### src/rtl/pc_pkg.sv
// Shared definitions for the program counter: FSM state type and default geometry.
package pc_pkg;

  localparam int unsigned PC_WIDTH_DEF = 5;
  localparam int unsigned PC_DEPTH_DEF = 32;

  typedef enum logic [1:0] {
    ST_IDLE   = 2'd0,
    ST_RUN    = 2'd1,
    ST_HALTED = 2'd2
  } pc_state_e;

endpackage

### src/rtl/pc_next_calc.sv
// Combinational next-address candidates: increment with wrap, jump range check,
// and relative branch sum with range check.
module pc_next_calc
  import pc_pkg::*;
#(
  parameter int unsigned WIDTH = PC_WIDTH_DEF,
  parameter int unsigned DEPTH = PC_DEPTH_DEF
) (
  input  logic [WIDTH-1:0] cnt,
  input  logic [WIDTH-1:0] ld_addr,
  input  logic [WIDTH-1:0] br_off,
  output logic [WIDTH-1:0] inc_addr_c,
  output logic             inc_wrap_c,
  output logic             ld_ok_c,
  output logic [WIDTH-1:0] br_addr_c,
  output logic             br_ok_c
);

  // One extra bit so DEPTH == 2**WIDTH is representable in the range compare.
  localparam logic [WIDTH:0]   DEPTH_W   = (WIDTH+1)'(DEPTH);
  localparam logic [WIDTH-1:0] LAST_ADDR = WIDTH'(DEPTH - 1);

  always_comb begin
    inc_wrap_c = (cnt == LAST_ADDR);
    inc_addr_c = inc_wrap_c ? '0 : cnt + WIDTH'(1);
    // Sum truncates to WIDTH bits, giving the mod 2**WIDTH behaviour for free.
    br_addr_c  = cnt + br_off;
    ld_ok_c    = ({1'b0, ld_addr} < DEPTH_W);
    br_ok_c    = ({1'b0, br_addr_c} < DEPTH_W);
  end

endmodule

### src/rtl/program_counter_v2.sv
// Program counter with arm-on-first-enable, halt, absolute jump and relative branch;
// all outputs registered.
module program_counter_v2
  import pc_pkg::*;
#(
  parameter int unsigned WIDTH      = PC_WIDTH_DEF,
  parameter int unsigned DEPTH      = PC_DEPTH_DEF,
  parameter bit          SKIP_FIRST = 1'b1
) (
  input  logic             clk,
  input  logic             rstn,
  input  logic             ce,
  input  logic             stall,
  input  logic             ld,
  input  logic [WIDTH-1:0] ld_addr,
  input  logic             br,
  input  logic [WIDTH-1:0] br_off,
  input  logic             halt,
  output logic [WIDTH-1:0] cnt,
  output logic             running,
  output logic             wrap,
  output logic             err
);

  pc_state_e        state_q, state_d;
  logic [WIDTH-1:0] cnt_q, cnt_d;
  logic             running_q, running_d;
  logic             wrap_q, wrap_d;
  logic             err_q, err_d;

  logic [WIDTH-1:0] inc_addr_c;
  logic             inc_wrap_c;
  logic             ld_ok_c;
  logic [WIDTH-1:0] br_addr_c;
  logic             br_ok_c;
  logic             act_c;

  pc_next_calc #(
    .WIDTH (WIDTH),
    .DEPTH (DEPTH)
  ) u_next (
    .cnt        (cnt_q),
    .ld_addr    (ld_addr),
    .br_off     (br_off),
    .inc_addr_c (inc_addr_c),
    .inc_wrap_c (inc_wrap_c),
    .ld_ok_c    (ld_ok_c),
    .br_addr_c  (br_addr_c),
    .br_ok_c    (br_ok_c)
  );

  assign act_c = ce & ~stall;

  always_ff @(posedge clk or negedge rstn) begin
    if (!rstn) begin
      state_q   <= ST_IDLE;
      cnt_q     <= '0;
      running_q <= 1'b0;
      wrap_q    <= 1'b0;
      err_q     <= 1'b0;
    end else begin
      state_q   <= state_d;
      cnt_q     <= cnt_d;
      running_q <= running_d;
      wrap_q    <= wrap_d;
      err_q     <= err_d;
    end
  end

  // Next state and next outputs; wrap/err are single-cycle pulses by default.
  always_comb begin
    state_d = state_q;
    cnt_d   = cnt_q;
    wrap_d  = 1'b0;
    err_d   = 1'b0;

    if (act_c) begin
      unique case (state_q)
        ST_IDLE: begin
          state_d = ST_RUN;
          if (!SKIP_FIRST) begin
            cnt_d  = inc_addr_c;
            wrap_d = inc_wrap_c;
          end
        end

        ST_RUN: begin
          if (halt) begin
            state_d = ST_HALTED;
          end else if (ld) begin
            if (ld_ok_c) cnt_d = ld_addr;
            else         err_d = 1'b1;
          end else if (br) begin
            if (br_ok_c) cnt_d = br_addr_c;
            else         err_d = 1'b1;
          end else begin
            cnt_d  = inc_addr_c;
            wrap_d = inc_wrap_c;
          end
        end

        ST_HALTED: begin
          if (ld) begin
            if (ld_ok_c) begin
              cnt_d   = ld_addr;
              state_d = ST_RUN;
            end else begin
              err_d = 1'b1;
            end
          end
        end

        default: state_d = ST_IDLE;
      endcase
    end

    running_d = (state_d == ST_RUN);
  end

  assign cnt     = cnt_q;
  assign running = running_q;
  assign wrap    = wrap_q;
  assign err     = err_q;

endmodule
### config.mk
export PLATFORM = sky130hd
export DESIGN_NAME = program_counter_v2
export DESIGN_NICKNAME = d
export VERILOG_FILES = /design/src/rtl/pc_pkg.sv /design/src/rtl/pc_next_calc.sv /design/src/rtl/program_counter_v2.sv
export SDC_FILE = /design/constraint.sdc
export NUM_CORES = 1
export LEC_CHECK = 0
export CORE_AREA = 2 2 52 54
export DETAILED_ROUTE_END_ITERATION = 10
export DIE_AREA = 0 0 54 56
export DONT_BUFFER_PORTS = 1
export GPL_ROUTABILITY_DRIVEN = 0
export PLACE_DENSITY_LB_ADDON = 0.08
export SKIP_LAST_GASP = 1
export SYNTH_ARGS = -nofsm -noshare
export SYNTH_HDL_FRONTEND = slang
export SYNTH_SLANG_ARGS = --single-unit
### constraint.sdc
create_clock -name clk -period 4.15 [get_ports clk]
set_clock_uncertainty 0.1 [all_clocks]
set_input_delay 0.83 -clock clk [delete_from_list [all_inputs] [get_ports clk]]
set_output_delay 0.83 -clock clk [all_outputs]
set_load 0.02 [all_outputs]
# Yosys cells after proc, flatten, opt, wreduce, memory -nomap -nowiden
# Cells that the tools add are included.
[totals] inputBits=17 ff_bits=9 out_inout_bits=8
[op_classes] reduce_logical=3 n_eq_ne=6 bitwise=2 n_addsub=2 mux=15
[ops] op="5-bit 2-to-1 mux" n=5
[ops] op="5-bit one-hot mux with 2 select lines" n=1
[ops] op="2-bit 2-to-1 mux" n=3
[ops] op="2-bit one-hot mux with 3 select lines" n=1
[ops] op="5-bit by 1-bit adder with 5-bit output (second input constant)" n=1
[ops] op="5-bit adder" n=1
[ops] op="5-bit == test (second input constant)" n=1
[ops] op="1-bit 2-to-1 mux" n=5
[ops] op="2-bit by 1-bit == test with 1-bit output (second input constant)" n=2
[ops] op="2-bit != test (second input constant)" n=2
[ops] op="4-bit AND reduction" n=1
[ops] op="2-bit == test (second input constant)" n=1
[ops] op="2-bit logical NOT" n=1
[ops] op="2-bit nonzero test" n=1
[ops] op="1-bit bitwise AND" n=1
[ops] op="1-bit NOT" n=1

# Depth between registers and ports, before layout
# Gate-level depths: netlist of run 1.
[logic_depth] word_depth=6 depth_mapped=8 mapped_depth_nobuf=8

# By module
# A second synthesis of run 1 with hierarchy kept.
[hier_totals] hier_cells=98 hier_area_um2=899.6
[by_module_without_submodules] mod="program_counter_v2" instances=1 area_per_inst_um2=656.9 cells_per_inst=67
[by_module_without_submodules] mod="pc_next_calc" instances=1 area_per_inst_um2=242.7 cells_per_inst=31

# Least setup slack after synthesis of run 1
# OpenSTA, ideal clock, no wires.
[synth_timing] path_kind="input -> register" start="in br_off[0]" end="reg cnt_q[4] (netlist: cnt[4])" arrival_time_ps=2113 setup_slack_ps=1845 required_ps=3958 stages=8 setup_time_ps=92 path_cell_list="ha_1 inv_1 fa_1 nor2b_1 o21a_1 o21ai_0 and3b_1 o31ai_2"
[synth_via] elab_chain_len=5
[synth_rtl] element="from (decl)" line_no="program_counter_v2.sv:17" text="input logic [WIDTH-1:0] br_off,"
[synth_rtl] element="5-bit adder" line_no="pc_next_calc.sv:27" text="br_addr_c = cnt + br_off;"
[synth_rtl] element="5-bit 2-to-1 mux" line_no="program_counter_v2.sv:93" text="end else if (br) begin"
[synth_rtl] element="5-bit 2-to-1 mux" line_no="program_counter_v2.sv:90" text="end else if (ld) begin"
[synth_rtl] element="5-bit 2-to-1 mux" line_no="program_counter_v2.sv:88" text="if (halt) begin"
[synth_rtl] element="5-bit one-hot mux with 2 select lines" line_no="program_counter_v2.sv:78" text="unique case (state_q)"
[synth_rtl] element="to (signal assigned)" line_no="program_counter_v2.sv:63" text="cnt_q <= cnt_d;"
[synth_rtl] element="to (decl)" line_no="program_counter_v2.sv:26" text="logic [WIDTH-1:0] cnt_q, cnt_d;"
# Every way passes these cells. The select of a mux whose other input is x is not followed.
# A chain may end at the register's enable or synchronous reset.

# Worst setup path after layout of run 1
[layout_timing] start="reg cnt_q[0] (netlist: cnt[0])" end="reg cnt_q[4] (netlist: cnt[4])"
[layout_via] elab_chain_len=6
[layout_rtl] element="5-bit by 1-bit adder with 5-bit output / 5-bit == test (equally long branches)" line_no="pc_next_calc.sv:25, pc_next_calc.sv:24"
[layout_rtl] element="5-bit 2-to-1 mux" line_no="pc_next_calc.sv:25" text="inc_addr_c = inc_wrap_c ? '0 : cnt + WIDTH'(1);"
[layout_rtl] element="5-bit 2-to-1 mux (*)" line_no="program_counter_v2.sv:93"
[layout_rtl] element="5-bit 2-to-1 mux (*)" line_no="program_counter_v2.sv:90"
[layout_rtl] element="5-bit 2-to-1 mux (*)" line_no="program_counter_v2.sv:88"
[layout_rtl] element="5-bit one-hot mux with 2 select lines (*)" line_no="program_counter_v2.sv:78"
# Mark *: on every way between the ends. The rest lies on a longest branch, timed or not. The select of a mux whose other input is x is not followed.

==> metrics.md, run 1 <==
| Metric | Value |
|---|---|
| Outcome | `finished clean` |
| Crit path launch type | `register` |
| Post_cts resized | `0` |
| Overall Global Routing Usage | `0.125` |
| R2r endpoint | `cnt[4]` |
| Antenna-violating nets left | `0` |
| Hold Path Class | `in -> async` |
| Synthesized flop and latch total | `9` |
| H-Tree Depth | `1` |
| First-pass GRT wire length | `2.73 mm` |
| Latest clock arrival within the worst-skew pair | `0.26 ns` |
| First-pass iteration count of the detailed router | `4` |
| CP Cell Sequence | `ha_1 -> inv_1 -> fa_1 -> nor2b_1 -> o21a_1 -> o21ai_0 -> and3b_1 -> o31ai_2` |
| Flop-to-flop setup slack | `1.94 ns` |
| # rows | `18` |
| CTS max path bufs | `2` |
| F_max | `between 0.4 and 0.5 GHz` |
| Core Box Area | `2430 µm²` |
| Slew headroom | `0.510` |
| Largest cells by area after synthesis | `dfrtp_1 32%, ha_1 11%, o21ai_0 7.0%, xnor2_1 4.9%, nand2_1 4.2%` |
| Critical path class | `reg -> reg` |
| Critical path's largest stage delay | `0.56 ns` |
| Delay-heaviest family, CP | `adder cells` |
| Avg WL per Cell | `14.5 µm` |
| TritonCTS Buffers | `3` |
| CTS Sinks | `9` |
| DRC Markers | `0` |
| Worst path required time | `between 4 and 5 ns` |
| Area growth, synth to finish | `5.95%` |
| CTS Hold Bufs | `0` |
| Die Wd | `54 µm` |
| Post-synth top area share | `0.315` |
| Cell count after synthesis | `80` |
| FF-to-FF Start | `cnt[0]` |
| Final min period | `2.21 ns` |
| Finish-stage setup viols | `0` |
| Io pins | `25` |
| VDD IR max | `0.225 mV` |
| Mean Syn Cell Area | `8.93 µm²` |
| Total Nets Final | `about 110` |
| Hold Slack | `0.154 ns` |
| Syn_nets | `104` |
| Worst Setup EP | `cnt[4]` |
| CTS tree | `done` |
| Final Core Density | `0.311` |
| CP Capture Type | `register` |
| IO Port Bufs | `0` |
| Chip Height | `56 µm` |
| Post-synth top area cell | `dfrtp_1` |
| Root Buffer | `clkbuf_4` |
| R2R depth | `8` |
| Crit-path slowest cell | `dfrtp_1` |
| Clk slew on worst S/H paths | `0.07 ns` |
| Leak pwr | `0.329 nW` |
| Seq/Total Area, Yosys | `0.315` |
| Fin crit share | `0.534` |
| Max Slew Vio Count | `0` |
| Initial antenna violation count | `0` |
| Worst Max-Slew Pin Slew | `0.730 ns` |
| Overflow after GRT | `0` |
| Vias per cell | `5.23` |
| Yosys cell types | `34` |
| Vias after detailed routing | `575` |
| Final Total Pwr | `0.492 mW` |
| Data arrival time of the worst path | `2.29 ns` |
| Critical Path Start | `cnt[0]` |
| Vias in the first global route | `about 560` |
| Number of max-cap violations | `0` |
| Buf/Inv on CP | `1` |
| Hpwl dp | `1.19 mm` |
| Final instance area | `between 700 and 800 µm²` |
| Setup TNS | `0 ns` |
| Pwr Density | `between 600 and 700 nW/µm²` |
| DRT iter0 DRCs | `8` |
| CP Depth | `8` |
| CP Max Fanout | `6` |
| Pin count of the biggest net entering global routing | `12` |
| Routed WL | `1.59 mm` |
| Share of cells above drive strength 1 | `0.100` |
| Ant. Diodes | `0` |
| Final hold vios | `0` |
| Setup Buffers After CTS | `0` |
| Die area | `3020 µm²` |
| Ys Warns | `0` |
| Initial Util | `0.294` |
| RSZ-0062 raised after global routing | `no` |
| Placed inst area | `731 µm²` |
| Synthesized cell area | `~700 µm²` |
==> area by class of cell <==
class	instances	area, µm²
multi-input cells	63	453
fillers	277	1680
flip-flops and latches	9	225
clock buffers	4	26.3
inverters	4	15.0
well taps	30	37.5
==> per-stage QoR <==
step | std cells | setup slack (ns)
2_1_floorplan | 80 | 1.85
3_3_place_gp | 106 | 1.76
3_5_place_dp | 106 | 1.73
4_1_cts | 110 | 1.88
5_1_grt | 110 | 1.77
6_report | 110 | 1.94
==> cells in the mapped netlist <==
cell type	instances
a21oi_1	4
conb_1	1
nor2_1	1
ha_1	6
buf_4	1
and3_1	1
and4b_1	1
xor2_1	1
inv_2	1
dfrtp_1	9
o311ai_0	1
o21a_1	2
a21o_1	1
nor2b_1	4
o21ai_1	2
inv_1	3
a21oi_2	1
nor3_2	1
nand2_1	8
clkbuf_1	1
a31oi_1	1
o21ai_0	10
nor4b_1	1
nor3b_1	1
o311ai_1	1
o31ai_2	1
o31ai_1	2
fa_1	1
nor3b_2	1
xnor2_1	4
and3b_1	2
buf_2	2
nand2b_1	1
nand3_1	2
==> worst reg2reg max path, delay by kind of cell, from the launching register on <==
| family | cells | cell delay [ns] |
|---|---|---|
| AOI/OAI and AO/OA | 3 | 0.44 |
| adders and majority gates | 2 | 0.64 |
| buffers and inverters | 1 | 0.05 |
| DFF | 1 | 0.56 |
| and+or+nand+nor | 2 | 0.34 |
==> sequential cells by signal, summed over array words and instances (netlist names) <==
name and count:
cnt 5, wrap 1, running 1, state_q 2
==> report_power, final <==
part           internal (mW)  total, mW  leakage (nW)  switching (mW)
combinational          0.104      0.204         0.200          0.0993
clock                 0.0371     0.0712        0.0150          0.0340
sequential             0.122      0.217         0.113          0.0948
total                  0.263      0.492         0.329           0.228
==> cells by family after synthesis <==
family / after synthesis / synth area share
xor gates and xnor gates: 5 / 0.0613
adders and majority gates: 7 / 0.133
buffers and inverters: 8 / 0.0508
other: 1 / 0.00525
DFF: 9 / 0.315
and+or+nand+nor: 24 / 0.207
AOI/OAI and AO/OA: 26 / 0.228
==> how the worst min path moves through the flow <==
| stage | start | endpoint | slack [ns] |
|---|---|---|---|
| finish | rstn | cnt[1] | 0.15 |
| global route | rstn | cnt[1] | 0.13 |
| CTS | rstn | cnt[1] | 0.14 |
| detailed placement | rstn | cnt[1] | 0.43 |
| global placement | rstn | cnt[1] | 0.43 |
| floorplan | rstn | cnt[0] | 0.43 |
==> metal layers <==
metal	share of wire	vias up	global-route usage
met1	0.50	271	0.183
met4	0.0063	0	0.0321
met2	0.41	20	0.167
met3	0.084	2	0.0511
li1	-	282	-
met5	0	-	0
==> cell usage in the layout, fill, tap and decap left out, types with 2 or more instances in the layout <==
cell       n
clkbuf_4   3
o21ai_1    2
nand3_1    2
nand2_1    8
xnor2_1    4
o21ai_0   10
dfrtp_1    9
a21oi_1    4
inv_1      3
nor2b_1    4
o21a_1     2
ha_1       6
and3b_1    2
o31ai_1    2
(Power assumes the default switching activity.)
==> run 2: changes to the inputs <==
==> constraint.sdc (replaced) <==
create_clock -name clk -period 2.3 [get_ports clk]
set_clock_uncertainty 0.1 [all_clocks]
set_input_delay 0.46 -clock clk [delete_from_list [all_inputs] [get_ports clk]]
set_output_delay 0.46 -clock clk [all_outputs]
set_load 0.02 [all_outputs]
==> run 2 against run 1 <==
Global-route usage rose by 0.24 points. Design area rose by 5.3%. Highest routed layer unchanged. Largest power group is now combinational logic. Critical path type unchanged. Core utilization rose by 1.6 points.
==> metrics.md, run 2 (synthesized netlist as in run 1, its figures left out) <==
| Metric | Value |
|---|---|
| Finish-stage setup viols | `0` |
| CP Max Fanout | `6` |
| Dpl cells | `between 100 and 150` |
| Total Nets Final | `110` |
| Leak pwr | `0.352 nW` |
| # rows | `18` |
| Overall Global Routing Usage | `0.127` |
| Vias per cell | `5.15` |
| F_max | `0.492 GHz` |
| Initial Util | `0.294` |
| Antenna-violating nets left | `0` |
| Flop-to-flop setup slack | `0.27 ns` |
| DRC Markers | `0` |
| Worst Setup EP | `cnt[4]` |
| Fin crit share | `0.884` |
| Crit path launch type | `register` |
| CTS tree | `done` |
| IO Port Bufs | `0` |
| Clk slew on worst S/H paths | `0.07 ns` |
| Vias after detailed routing | `approximately 590` |
| Latest clock arrival within the worst-skew pair | `0.27 ns` |
| R2r endpoint | `cnt[4]` |
| FF-to-FF Start | `cnt[0]` |
| Pin count of the biggest net entering global routing | `12` |
| Outcome | `finished clean` |
| Root Buffer | `clkbuf_4` |
| Number of max-cap violations | `0` |
| Routed WL | `roughly 1.6 mm` |
| Hold Path Class | `in -> reg` |
| Layout Cells excl Fill | `around 120` |
| VDD IR max | `0.429 mV` |
| Critical path class | `reg -> reg` |
| Die Wd | `between 50 and 60 µm` |
| Ant. Diodes | `0` |
| Initial antenna violation count | `0` |
| Data arrival time of the worst path | `between 2 and 2.5 ns` |
| First-pass GRT wire length | `2.75 mm` |
| First-pass iteration count of the detailed router | `4` |
| Most frequent cells in the layout | `10 x o21ai_0, 9 x dfrtp_1, 8 x nand2_1, 6 x ha_1` |
| Setup Buffers After CTS | `0` |
| FILL cells | `286` |
| Commonest non-fill, non-tap cell in the layout | `o21ai_0` |
| DRT iter0 DRCs | `13` |
| CTS Sinks | `9` |
| Avg WL per Cell | `14.1 µm` |
| Chip Height | `approximately 56 µm` |
| Core Box Area | `2430 µm²` |
| Max Slew Vio Count | `0` |
| Min-delay src | `ld_addr[3]` |
| CTS max path bufs | `2` |
| TritonCTS Buffers | `3` |
| H-Tree Depth | `1` |
| Final hold vios | `0` |
| CP Capture Type | `register` |
| Hold Slack | `0.283 ns` |
| Die area | `3020 µm²` |
| Final min period | `2.03 ns` |
| R2R depth | `8` |
| Vias in the first global route | `slightly below 600` |
| Setup TNS | `0 ns` |
| Worst path required time | `2.38 ns` |
| Max reg flops | `5` |
| Final Core Density | `0.328` |
| RSZ-0062 raised after global routing | `no` |
| Pwr Density | `1170 nW/µm²` |
| Hpwl dp | `1.26 mm` |
| Area growth, synth to finish | `11.6%` |
| Critical Path Start | `cnt[0]` |
| Io pins | `25` |
| Overflow after GRT | `0` |
| Hold path cells | `2` |
| Share of cells above drive strength 1 | `0.141` |
run 2: critical path, cell delays in order (launching register included):
cell	delay, ns
dfrtp_1	0.43
ha_1	0.21
inv_1	0.06
fa_1	0.39
nor2b_1	0.14
o21a_1	0.14
o21ai_0	0.07
and3b_1	0.20
o31ai_2	0.22
run 2: area by class of cell:
cell class | count | area (µm²) | area share
multi-input combinational | 63 | 453 | 0.568
timing repair buffer | 5 | 40.0 | 0.0502
inverter | 4 | 15.0 | 0.0188
clock buffer | 4 | 26.3 | 0.0330
sequential | 9 | 225 | 0.283
tap | 30 | 37.5 | 0.0471
run 2: power by group:
part	switching [mW]	leakage, nW	internal [mW]
sequential	0.122	0.113	0.221
clock	0.0642	0.0150	0.0671
combinational	0.240	0.224	0.222
total	0.426	0.352	0.510
run 2: worst min path at each step:
stage,to,slack [ns]
after global placement,cnt[1],0.06
after global routing,state_q[1],0.30
after detailed placement,cnt[0],0.06
final,cnt[3],0.28
after CTS,cnt[3],0.28
after floorplan,cnt[0],0.06
run 2: per-stage QoR:
| step | cell area [µm²] | power, mW | setup slack, ns |
|---|---|---|---|
| 5_1_grt | 797 | 1.04 | 0.0946 |
| 3_5_place_dp | 761 | 0.809 | 0.251 |
| 3_3_place_gp | 761 | 0.805 | 0.284 |
| 2_1_floorplan | 714 | 0.688 | 0.258 |
| 4_1_cts | 797 | 0.949 | 0.237 |
| 6_report | 797 | 0.936 | 0.266 |
run 2: layer usage:
| metal | GRT usage | up-vias | wire [µm] |
|---|---|---|---|
| met5 | 0 | - | 0 |
| met4 | 0.0321 | 0 | 10 |
| met3 | 0.0645 | 2 | 152 |
| met2 | 0.172 | 22 | 718 |
| met1 | 0.177 | 274 | 742 |
| li1 | - | 294 | - |
run 2: repair_timing:
item,in CTS,in global routing
resized for setup,0,0
hold endpoints to repair,9,0
hold buffers,1,0
==> run 3: changes to the inputs <==
--- a/config.mk
+++ b/config.mk
@@ -10,6 +10,7 @@
 export DIE_AREA = 0 0 54 56
 export DONT_BUFFER_PORTS = 1
 export GPL_ROUTABILITY_DRIVEN = 0
+export MAX_ROUTING_LAYER = met4
 export PLACE_DENSITY_LB_ADDON = 0.08
 export SKIP_LAST_GASP = 1
 export SYNTH_ARGS = -nofsm -noshare
==> results of run 3 <==
Final layout, timing and power as in run 2 (identical DEF).
Among the figures that moved: overall routing resource usage 0.127 -> 0.131
